<file path="src/rtl/snake_dir_queue.sv">
// Snake direction queue: per-player FIFO of pending turns that are
// filtered against the last queued direction and consumed on each move tick.

`ifndef KEY_W
`define KEY_W 8'h1D
`endif
`ifndef KEY_A
`define KEY_A 8'h1C
`endif
`ifndef KEY_S
`define KEY_S 8'h1B
`endif
`ifndef KEY_D
`define KEY_D 8'h23
`endif
`ifndef KEY_I
`define KEY_I 8'h43
`endif
`ifndef KEY_J
`define KEY_J 8'h3B
`endif
`ifndef KEY_K
`define KEY_K 8'h42
`endif
`ifndef KEY_L
`define KEY_L 8'h4B
`endif

module snake_dir_queue #(
    parameter int NUM_PLAYERS   = 1,
    parameter int QDEPTH        = 4,
    parameter bit ALLOW_REVERSE = 1'b0
) (
    input  logic                     clk,
    input  logic                     rst,
    input  logic                     start,
    input  logic [7:0]               key,
    input  logic                     key_pressed,
    input  logic                     step,
    output logic [2*NUM_PLAYERS-1:0] snake_dir,
    output logic [NUM_PLAYERS-1:0]   pending,
    output logic [NUM_PLAYERS-1:0]   overflow
);

    localparam int PW = $clog2(QDEPTH);
    localparam int CW = PW + 1;

    for (genvar p = 0; p < NUM_PLAYERS; p++) begin : g_pl
        localparam logic [7:0] K_UP = (p == 0) ? `KEY_W : `KEY_I;
        localparam logic [7:0] K_LF = (p == 0) ? `KEY_A : `KEY_J;
        localparam logic [7:0] K_DN = (p == 0) ? `KEY_S : `KEY_K;
        localparam logic [7:0] K_RT = (p == 0) ? `KEY_D : `KEY_L;
        localparam logic [1:0] DIR0 = (p == 0) ? 2'b10 : 2'b01;

        logic [1:0]    fifo_q [QDEPTH];
        logic [PW-1:0] head_q, head_d;
        logic [PW-1:0] tail_q, tail_d;
        logic [CW-1:0] cnt_q, cnt_d;
        logic [1:0]    dir_q, dir_d;
        logic          ovf_q, ovf_d;
        logic          hit;
        logic [1:0]    cand;
        logic [1:0]    last;
        logic          accept;
        logic          push;
        logic          pop;

        // Map a key press to this player's candidate direction
        always_comb begin
            hit  = key_pressed;
            cand = 2'b00;
            if (key == K_UP)      cand = 2'b00;
            else if (key == K_LF) cand = 2'b01;
            else if (key == K_RT) cand = 2'b10;
            else if (key == K_DN) cand = 2'b11;
            else                  hit  = 1'b0;
        end

        // New turns are judged against the newest queued turn, else the live heading
        assign last   = (cnt_q != '0) ? fifo_q[tail_q - PW'(1)] : dir_q;
        assign pop    = step && (cnt_q != '0);
        assign accept = hit && (cand != last) &&
                        (ALLOW_REVERSE || (cand != ~last));
        assign push   = accept && ((cnt_q < CW'(QDEPTH)) || pop);

        // Next-state for pointers, count, heading and sticky overflow
        always_comb begin
            head_d = head_q;
            tail_d = tail_q;
            cnt_d  = cnt_q;
            dir_d  = dir_q;
            ovf_d  = ovf_q;
            if (start) begin
                head_d = '0;
                tail_d = '0;
                cnt_d  = '0;
                ovf_d  = 1'b0;
                dir_d  = DIR0;
            end else begin
                if (pop) begin
                    dir_d  = fifo_q[head_q];
                    head_d = head_q + PW'(1);
                end
                if (push)
                    tail_d = tail_q + PW'(1);
                if (accept && !push)
                    ovf_d = 1'b1;
                if (push && !pop)
                    cnt_d = cnt_q + CW'(1);
                else if (pop && !push)
                    cnt_d = cnt_q - CW'(1);
            end
        end

        // Control state with asynchronous active-low reset
        always_ff @(posedge clk or negedge rst) begin
            if (!rst) begin
                head_q <= '0;
                tail_q <= '0;
                cnt_q  <= '0;
                dir_q  <= 2'b00;
                ovf_q  <= 1'b0;
            end else begin
                head_q <= head_d;
                tail_q <= tail_d;
                cnt_q  <= cnt_d;
                dir_q  <= dir_d;
                ovf_q  <= ovf_d;
            end
        end

        // Entry storage; contents are meaningless while the count is zero
        always_ff @(posedge clk) begin
            if (push && !start)
                fifo_q[tail_q] <= cand;
        end

        assign snake_dir[2*p +: 2] = dir_q;
        assign pending[p]          = (cnt_q != '0);
        assign overflow[p]         = ovf_q;
    end

endmodule

</file>
<file path="config.mk">
export PLATFORM = sky130hd
export DESIGN_NAME = snake_dir_queue
export DESIGN_NICKNAME = d
export VERILOG_FILES = /design/src/rtl/snake_dir_queue.sv
export SDC_FILE = /design/constraint.sdc
export NUM_CORES = 1
export LEC_CHECK = 0
export CAP_MARGIN = 30
export CORE_ASPECT_RATIO = 1.2
export CORE_MARGIN = 2
export CORE_UTILIZATION = 45
export DETAILED_ROUTE_END_ITERATION = 10
export HOLD_SLACK_MARGIN = 0.06
export PLACE_DENSITY = 0.68
export SLEW_MARGIN = 0
export SYNTH_ARGS = -nofsm -noshare
export SYNTH_HDL_FRONTEND = slang
export SYNTH_SLANG_ARGS = --single-unit
</file>
<file path="constraint.sdc">
create_clock -name clk -period 5.55 [get_ports clk]
set_clock_uncertainty 0.05 [all_clocks]
set_input_delay 1.11 -clock clk [delete_from_list [all_inputs] [get_ports clk]]
set_output_delay 1.11 -clock clk [all_outputs]
set_load 0.005 [all_outputs]
</file>
==> results of run 1 <==
==> critical path: stages <==
cell             delay (ns)
clkdlybuf4s50_1        0.48
or3b_1                 0.38
a2111oi_2              0.59
nand2b_1               0.21
nand3_1                0.09
nor3_1                 0.21
fa_1                   0.49
inv_1                  0.08
nand4_1                0.09
o21ai_0                0.15
o221a_2                0.20
==> per-stage QoR <==
step | cell area [um^2] | power, uW | setup WS (ns) | std cells
after floorplan | 1160 | 200 | 2.12 | 105
after global placement | 1360 | 228 | 1.55 | 152
after detailed placement | 1360 | 229 | 1.35 | 152
after CTS | 1380 | 294 | 1.67 | 156
after global routing | 1380 | 311 | 1.41 | 156
final | 1380 | 291 | 1.65 | 156
==> state kept, by name, summed over array words and instances, names as in the netlist <==
signal,count
g_pl.cnt_q,3
g_pl.fifo_q,8
g_pl.head_q,2
g_pl.tail_q,2
overflow,1
snake_dir,2
==> worst paths after layout <==
path / endpoint / slack (ns) / cells after the start
setup / recovery: g_pl[0].cnt_q[1]$_DFFE_PN0P_ / 1.65 / 11
hold / removal: overflow$_DFFE_PN0P_ / 0.47 / 2
setup reg to reg: g_pl[0].cnt_q[1]$_DFFE_PN0P_ / 2.53 / 11
hold reg to reg: overflow$_DFFE_PN0P_ / 0.47 / 2
max in group asynchronous: g_pl[0].head_q[0]$_DFFE_PN0P_ / 4.03 / 1
min in group asynchronous: g_pl[0].cnt_q[1]$_DFFE_PN0P_ / 1.08 / 1
==> layout make-up <==
cell class	instances	share of cell area, %
multi-input combinational	78	46.1
sequential	18	35.5
timing repair buffer	16	11.6
tap	33	2.99
clock buffer	4	1.90
inverter	7	1.90
==> report_power, final <==
group / internal [uW] / switching (uW)
Clock: 27.9 / 37.1
Sequential: 144 / 6.95
Combinational: 36.7 / 38.9
==> kinds of logic after synthesis <==
family	share of synthesized area, %
AOI/OAI and AO/OA	11.7
xor gates and xnor gates	8.41
adders and majority gates	6.03
buffers and inverters	2.91
DFF	42.2
muxes	9.16
and+or+nand+nor	19.5
==> cells in the mapped netlist (2+ instances only) <==
| library cell | count | area [um^2] |
|---|---|---|
| inv_1 | 6 | 22.5 |
| nand2_1 | 8 | 30.0 |
| nand3b_1 | 2 | 15.0 |
| and3_1 | 4 | 25.0 |
| a31oi_1 | 3 | 18.8 |
| mux4_2 | 3 | 67.6 |
| xnor2_1 | 2 | 17.5 |
| ha_1 | 4 | 50.1 |
| edfxtp_1 | 8 | 240 |
| a21oi_1 | 6 | 30.0 |
| o21ai_0 | 2 | 10.0 |
| nand3_1 | 3 | 15.0 |
| nor4_1 | 2 | 12.5 |
| nor3_1 | 3 | 15.0 |
| dfrtp_1 | 10 | 250 |
| xor2_1 | 6 | 52.6 |
| nor2_1 | 7 | 26.3 |
==> layer usage <==
layer	track usage, %	up-vias	share of wire (%)
met2	32.3	23	54
met3	1.77	4	3.3
li1	-	420	-
met5	0	-	0
met4	3.47	0	0.55
met1	21.9	429	42
==> results.sh, run 1 <==
export IMPL_outcome="finished, final reports clean"
export IMPL_drive_above_1_share_pct=13.8
export IMPL_path_clk_slew_ns=0.10
export IMPL_gr_total_overflow=0
export IMPL_worst_pin_slew_ns=0.546
export IMPL_fp_dieH_um=59.6
export IMPL_maxSlewViolCount=0
export IMPL_crit_path_start_kind="input port"
export IMPL_layout_common_cells="16 x clkdlybuf4s50_1, 10 x dfrtp_1, 8 x nand2_1, 8 x edfxtp_1, 7 x nor2_1"
export IMPL_clk_path_buf_depth=2
export IMPL_port_buffers=16
export IMPL_grt_pass1_vias=877
export IMPL_grt_use_total_pct=17.4
export IMPL_cp_required_ns=5.73
export IMPL_multi_input_area_um2=637
export IMPL_syn_to_final_growth_pct=19.0
export IMPL_cts_setup_buffers=0
export IMPL_grt_setup_unrepaired="no"
export IMPL_finalWirelength_um=2190
export IMPL_gp_congestion=0.811
export IMPL_synth_nets=123
export IMPL_final_common_cell="clkdlybuf4s50_1"
export IMPL_setup_worst_path_end_class="flop"
export IMPL_syn_cell_area_mm2=0.00116
export IMPL_drt_iter0_markers=31
export IMPL_p_per_area_mw_per_mm2=211
export IMPL_rr_startpoint="g_pl[0].tail_q[0]$_DFFE_PN0P_"
export IMPL_dp_hpwl_um=1820
export IMPL_fill_cells=225
export IMPL_synth_edf_count=8
export IMPL_min_delay_start="overflow$_DFFE_PN0P_"
export IMPL_wl_per_cell_um=14.1
export IMPL_synth_warning_count=0
export IMPL_antenna_found_initial=0
export IMPL_synth_ff_type="dfrtp_1"
export IMPL_ir_worst_vdd_mv=0.154
export IMPL_period_minus_slack_ns=3.90
export IMPL_relSlewSlack_pct=63.5
export IMPL_dieArea_mm2=0.00300
export IMPL_ys_seq_area_share_pct=42.2
export IMPL_maxCapViolations=0
export IMPL_core_mm2=0.00250
export IMPL_ys_seq_elements=18
export IMPL_antenna_cells=0
export IMPL_initial_utilization_pct=46.4
export IMPL_cp_arrival_ns=4.09
export IMPL_fin_util_pct=55.2
export IMPL_syn_avg_cell_area_um2=11.1
export IMPL_period_share_pct=70.3
export IMPL_numCtsBuffers=3
export IMPL_htreeDepth=1
export IMPL_worstSetupPathType="in2reg"
export IMPL_synthArstFlopShare_pct=55.6
export IMPL_nets=142
export IMPL_hold_ws_ns=0.465
export IMPL_pin_count=17
export IMPL_power_leakage_uw=0.000529
export IMPL_clockRootBuffer="clkbuf_4"
export IMPL_hp_class="reg2reg"
export IMPL_timing_setup_tns_ns=0
export IMPL_yosysUniqueCellTypes=43
export IMPL_max_freq_mhz=256
export IMPL_via_per_inst=5.62
export IMPL_ctsHoldBuffers=0
export IMPL_cts_repair_resized=0
export IMPL_firstDrtPassIters=4
export IMPL_cts_tree="built"
export IMPL_grt_pass1_wl_um=3990
export IMPL_crit_start="key[5]"
export IMPL_clock_sinks=18
export IMPL_synth_cells=105
export IMPL_grt_max_degree=11
export IMPL_clock_latency_ns=0.29
export IMPL_floorplan_die_width_um=50.4
export IMPL_drtAntennaViolNets=0
export IMPL_rows=20
export IMPL_ff_latch_area_um2=490
export IMPL_vias=876
export IMPL_setup_viol=0
export IMPL_drcViolationCount=0
export IMPL_hold_violations=0
export IMPL_crit_fanout=5
No activity file was read; power rests on OpenSTA's default activity.
==> run 2: changes to the inputs <==
==> constraint.sdc (replaced) <==
create_clock -name clk -period 3.7 [get_ports clk]
set_clock_uncertainty 0.05 [all_clocks]
set_input_delay 0.74 -clock clk [delete_from_list [all_inputs] [get_ports clk]]
set_output_delay 0.74 -clock clk [all_outputs]
set_load 0.005 [all_outputs]
==> run 2 against run 1 <==
Non-clock buffer count increased by 2. Final area increased by 1.8%. Global-route usage increased by 0.30 points. Critical endpoint is now g_pl[0].cnt_q[2]$_DFFE_PN0P_. Largest power group unchanged.
==> results.sh, run 2 (same netlist as run 1, synthesis figures left out) <==
export IMPL_grt_setup_unrepaired="no"
export IMPL_intPower_uw=330
export IMPL_hold_violations=0
export IMPL_maxCapViolations=0
export IMPL_top_register="g_pl.fifo_q"
export IMPL_fp_dieH_um=59.6
export IMPL_setup_viol=0
export IMPL_cts_repair_resized=0
export IMPL_grt_max_degree=11
export IMPL_cp_required_ns=3.88
export IMPL_initial_utilization_pct=46.4
export IMPL_min_path_cells=2
export IMPL_worst_pin_slew_ns=0.454
export IMPL_cp_top_family="simple AND/OR/NAND/NOR gates"
export IMPL_rows=20
export IMPL_fin_util_pct=56.2
export IMPL_maxSlewViolCount=0
export IMPL_r2r_cells=10
export IMPL_drcViolationCount=0
export IMPL_r2r_end="g_pl[0].cnt_q[2]$_DFFE_PN0P_"
export IMPL_grt_pass1_wl_um=3970
export IMPL_antenna_found_initial=0
export IMPL_path_clk_slew_ns=0.11
export IMPL_via_per_inst=5.50
export IMPL_clockRootBuffer="clkbuf_4"
export IMPL_firstDrtPassIters=4
export IMPL_reg_largest_list="g_pl.fifo_q x8, g_pl.cnt_q x3"
export IMPL_ir_worst_vdd_mv=0.201
export IMPL_p_per_area_mw_per_mm2=328
export IMPL_stdcell_count=158
export IMPL_dp_hpwl_um=1790
export IMPL_stdcell_area_mm2=0.00141
export IMPL_dpl_cell_area_mm2=0.00137
export IMPL_pwr_share_clk_pct=26.7
export IMPL_finalWirelength_um=2260
export IMPL_largest_reg_flops=8
export IMPL_drtAntennaViolNets=0
export IMPL_relSlewSlack_pct=69.6
export IMPL_crit_path_start_kind="input port"
export IMPL_layout_common_cells="16 x clkdlybuf4s50_1, 10 x dfrtp_1, 8 x nand2_1, 8 x edfxtp_1, 7 x nor2_1"
export IMPL_cts_tree="built"
export IMPL_power_leakage_uw=0.000546
export IMPL_netSwitchingFraction_pct=28.5
export IMPL_postLayoutSetupSlackWorst_ns=0.344
export IMPL_grt_pass1_vias=915
export IMPL_gr_total_overflow=0
export IMPL_antenna_cells=0
export IMPL_core_mm2=0.00250
export IMPL_max_stage_delay_ns=0.48
export IMPL_nets=144
export IMPL_timing_setup_tns_ns=0
export IMPL_cts_setup_buffers=0
export IMPL_drive_above_1_share_pct=16.0
export IMPL_wl_per_cell_um=14.3
export IMPL_power_frac_seq_pct=48.9
export IMPL_setup_worst_path_end_class="flop"
export IMPL_grt_use_total_pct=17.7
export IMPL_min_delay_start="overflow$_DFFE_PN0P_"
export IMPL_crit_chain="clkdlybuf4s50_1 > or3b_1 > or4_4 > o21ai_4 > xor2_4 > nor3_1 > fa_1 > nor4_1 > a41oi_1 > a31oi_1"
export IMPL_vias=869
export IMPL_switchingPower_uw=131
export IMPL_floorplan_die_width_um=50.4
export IMPL_rr_startpoint="g_pl[0].tail_q[0]$_DFFE_PN0P_"
export IMPL_worstSetupPathType="in2reg"
export IMPL_dp_cells=154
export IMPL_htreeDepth=1
export IMPL_power_frac_comb_pct=24.4
export IMPL_final_common_cell="clkdlybuf4s50_1"
export IMPL_dieArea_mm2=0.00300
export IMPL_r2r_slack_ns=0.73
export IMPL_numCtsBuffers=3
export IMPL_syn_to_final_growth_pct=21.1
export IMPL_path_buf_inv=1
export IMPL_period_minus_slack_ns=3.36
export IMPL_crit_fanout=8
export IMPL_port_buffers=16
export IMPL_drt_iter0_markers=26
export IMPL_clock_latency_ns=0.30
export IMPL_hp_class="reg2reg"
export IMPL_clock_sinks=18
export IMPL_ctsHoldBuffers=0
export IMPL_dp_slack_ns=0.0356
export IMPL_cp_arrival_ns=3.54
export IMPL_crit_slowest_cell="clkdlybuf4s50_1"
export IMPL_period_share_pct=90.7
export IMPL_clk_path_buf_depth=2
export IMPL_outcome="finished, final reports clean"
export IMPL_pin_count=17
export IMPL_holdPathEnd="overflow$_DFFE_PN0P_"
export IMPL_max_freq_mhz=298
export IMPL_gp_congestion=0.844
## run 2: power by group through the flow
stage / Sequential, uW / Clock [uW] / Combinational (uW)
after CTS: 226 / 126 / 113
after global routing: 227 / 134 / 125
after floorplan: 228 / 0 / 72.3
after detailed placement: 230 / 0 / 112
final: 226 / 123 / 113
after global placement: 230 / 0 / 111
## run 2: metal layers
layer	wire length (um)	global-route usage (%)	vias up	part of all wire [%]
met5	0	0	-	0
met4	48	7.34	0	2.1
met3	51	3.03	6	2.3
met2	1190	30.5	13	53
met1	974	22.0	425	43
li1	-	-	425	-
## run 2: how the worst max path moves through the flow
stage / from / endpoint / slack [ns] / cells past startpoint
floorplan: key[3] / g_pl[0].cnt_q[1]$_DFFE_PN0P_ / 0.64 / 10
global placement: key[5] / g_pl[0].cnt_q[1]$_DFFE_PN0P_ / 0.07 / 11
detailed placement: key[5] / g_pl[0].cnt_q[1]$_DFFE_PN0P_ / 0.04 / 11
CTS: key[5] / g_pl[0].cnt_q[1]$_DFFE_PN0P_ / 0.36 / 11
global route: key[5] / g_pl[0].cnt_q[1]$_DFFE_PN0P_ / 0.07 / 11
finish: key[5] / g_pl[0].cnt_q[2]$_DFFE_PN0P_ / 0.34 / 10
## run 2: stage by stage
| step | hold slack (ns) | total power (uW) |
|---|---|---|
| 4_1_cts | 0.465 | 464 |
| 6_report | 0.461 | 462 |
| 5_1_grt | 0.524 | 486 |
| 3_5_place_dp | 0.437 | 342 |
| 2_1_floorplan | 0.394 | 300 |
| 3_3_place_gp | 0.435 | 341 |
## run 2: tightest hold or removal path, stage by stage (launching register included)
cell and delay (ns):
dfrtp_1 0.36, a21oi_1 0.04, nor2_1 0.07
## run 2: cell type report
class / instances / area (um^2)
timing repair buffer: 18 / 175
inverter: 7 / 26.3
fill: 224 / 1100
clock buffer: 4 / 36.3
multi-input combinational: 78 / 637
tap: 33 / 41.3
sequential: 18 / 490
==> run 3: changes to the inputs <==
--- a/config.mk
+++ b/config.mk
@@ -10,6 +10,7 @@
 export CORE_MARGIN = 2
 export CORE_UTILIZATION = 45
 export DETAILED_ROUTE_END_ITERATION = 10
+export GPL_TIMING_DRIVEN = 0
 export HOLD_SLACK_MARGIN = 0.06
 export PLACE_DENSITY = 0.68
 export SLEW_MARGIN = 0
==> run 3 against run 2 <==
Sequential share of layout area up 0.38 points. First-iteration DRC count unchanged. Flip-flop and latch count unchanged. Power down 1.9%. Non-clock buffer count down 2. Critical path depth up 1. Final area down 1.1%. Setup slack worse by 0.022 ns. Routed wire length down 1.5%. Clock-buffer cell count unchanged. Largest power group unchanged.
==> results.sh, run 3 (same netlist as run 1, synthesis figures left out) <==
export IMPL_outcome="finished, final reports clean"
export IMPL_hold_ws_ns=0.484
export IMPL_antenna_found_initial=0
export IMPL_syn_to_final_growth_pct=19.8
export IMPL_pin_count=17
export IMPL_gr_total_overflow=0
export IMPL_maxCapViolations=0
export IMPL_timing_setup_tns_ns=0
export IMPL_cp_required_ns=3.88
export IMPL_nets=142
export IMPL_clock_sinks=18
export IMPL_r2r_cells=11
export IMPL_antenna_cells=0
export IMPL_dp_hpwl_um=1800
export IMPL_clockRootBuffer="clkbuf_4"
export IMPL_hold_violations=0
export IMPL_relSlewSlack_pct=71.0
export IMPL_cts_tree="built"
export IMPL_fill_cells=247
export IMPL_worst_pin_slew_ns=0.434
export IMPL_r2r_end="g_pl[0].cnt_q[1]$_DFFE_PN0P_"
export IMPL_ff_latch_area_um2=490
export IMPL_min_path_cells=2
export IMPL_multi_input_area_um2=649
export IMPL_hp_class="reg2reg"
export IMPL_max_freq_mhz=296
export IMPL_core_mm2=0.00250
export IMPL_via_per_inst=5.49
export IMPL_wl_per_cell_um=14.3
export IMPL_layout_common_cells="14 x clkdlybuf4s50_1, 10 x dfrtp_1, 8 x nand2_1, 8 x edfxtp_1, 7 x nor2_1"
export IMPL_grt_use_total_pct=17.9
export IMPL_drive_above_1_share_pct=14.6
export IMPL_largest_reg_flops=8
export IMPL_grt_setup_unrepaired="no"
export IMPL_ir_worst_vdd_mv=0.260
export IMPL_port_buffers=14
export IMPL_grt_pass1_wl_um=4110
export IMPL_period_minus_slack_ns=3.38
export IMPL_clock_latency_ns=0.28
export IMPL_final_common_cell="clkdlybuf4s50_1"
export IMPL_setup_worst_path_end_class="flop"
export IMPL_reg_largest_list="g_pl.fifo_q x8, g_pl.cnt_q x3"
export IMPL_rr_startpoint="g_pl[0].tail_q[0]$_DFFE_PN0P_"
export IMPL_setup_viol=0
export IMPL_drtAntennaViolNets=0
export IMPL_drcViolationCount=0
export IMPL_grt_pass1_vias=931
export IMPL_htreeDepth=1
export IMPL_period_share_pct=91.3
export IMPL_drt_iter0_markers=26
export IMPL_p_per_area_mw_per_mm2=326
export IMPL_holdPathEnd="overflow$_DFFE_PN0P_"
export IMPL_dieArea_mm2=0.00300
export IMPL_cp_arrival_ns=3.56
export IMPL_crit_path_start_kind="input port"
export IMPL_vias=856
export IMPL_grt_max_degree=11
export IMPL_floorplan_die_width_um=50.4
export IMPL_r2r_slack_ns=0.77
export IMPL_fp_dieH_um=59.6
export IMPL_worstSetupPathType="in2reg"
export IMPL_initial_utilization_pct=46.4
export IMPL_ctsHoldBuffers=0
export IMPL_path_clk_slew_ns=0.10
export IMPL_power_leakage_uw=0.000530
export IMPL_gp_congestion=0.760
export IMPL_firstDrtPassIters=4
export IMPL_maxSlewViolCount=0
export IMPL_finalWirelength_um=2230
export IMPL_top_register="g_pl.fifo_q"
export IMPL_numCtsBuffers=3
export IMPL_clk_path_buf_depth=2
export IMPL_rows=20
export IMPL_min_delay_start="overflow$_DFFE_PN0P_"
export IMPL_crit_fanout=5
[run 3: worst max-delay path by stage]
stage,startpoint,end,cells after the start
6_report,key[5],g_pl[0].cnt_q[1]$_DFFE_PN0P_,11
5_1_grt,key[5],g_pl[0].cnt_q[1]$_DFFE_PN0P_,11
4_1_cts,key[5],g_pl[0].cnt_q[1]$_DFFE_PN0P_,11
3_5_place_dp,key[5],g_pl[0].cnt_q[1]$_DFFE_PN0P_,11
3_3_place_gp,key[5],g_pl[0].cnt_q[1]$_DFFE_PN0P_,11
2_1_floorplan,key[3],g_pl[0].cnt_q[1]$_DFFE_PN0P_,10
[run 3: cell type report]
cell class | count | area share, %
sequential | 18 | 35.3
multi-input combinational | 78 | 46.7
inverter | 7 | 1.89
tap | 33 | 2.97
clock buffer | 4 | 2.61
buffer | 2 | 0.540
timing repair buffer | 14 | 10.1
[run 3: repair_timing]
action / CTS / global route
setup endpoints to repair: 0 / 1
endpoints found under the hold margin: 0 / 0
setup buffers: 0 / 0
gates resized for setup: 0 / 1
[run 3: worst max-delay path, cell delays in order]
cell and delay [ns]:
clkdlybuf4s50_1 0.47, or3b_1 0.41, a2111oi_4 0.46, nand2b_1 0.20
nand3_1 0.08, nor3_1 0.19, fa_1 0.47, inv_1 0.07
nand4_1 0.10, o21ai_0 0.17, o221a_2 0.20
[run 3: stage by stage]
step | cell area [um^2] | total power, uW | instances | setup slack [ns] | util (%)
2_1_floorplan | 1160 | 300 | 105 | 0.642 | -
3_3_place_gp | 1340 | 339 | 152 | -0.0973 | 53.7
3_5_place_dp | 1340 | 341 | 152 | -0.124 | 53.7
4_1_cts | 1380 | 456 | 156 | 0.161 | 55.1
5_1_grt | 1390 | 482 | 156 | 0.0970 | 55.6
6_report | 1390 | 453 | 156 | 0.322 | 55.6
[run 3: power by group]
part | switching, uW | internal (uW)
combinational | 57.7 | 53.7
clock | 56.0 | 59.8
sequential | 10.8 | 215
[run 3: routing by layer]
| metal | vias to the layer above | part of all wire, % | track usage [%] |
|---|---|---|---|
| li1 | 419 | - | - |
| met1 | 418 | 41 | 22.1 |
| met2 | 17 | 55 | 32.7 |
| met3 | 2 | 3.2 | 3.03 |
| met4 | 0 | 0.63 | 4.25 |
| met5 | - | 0 | 0 |
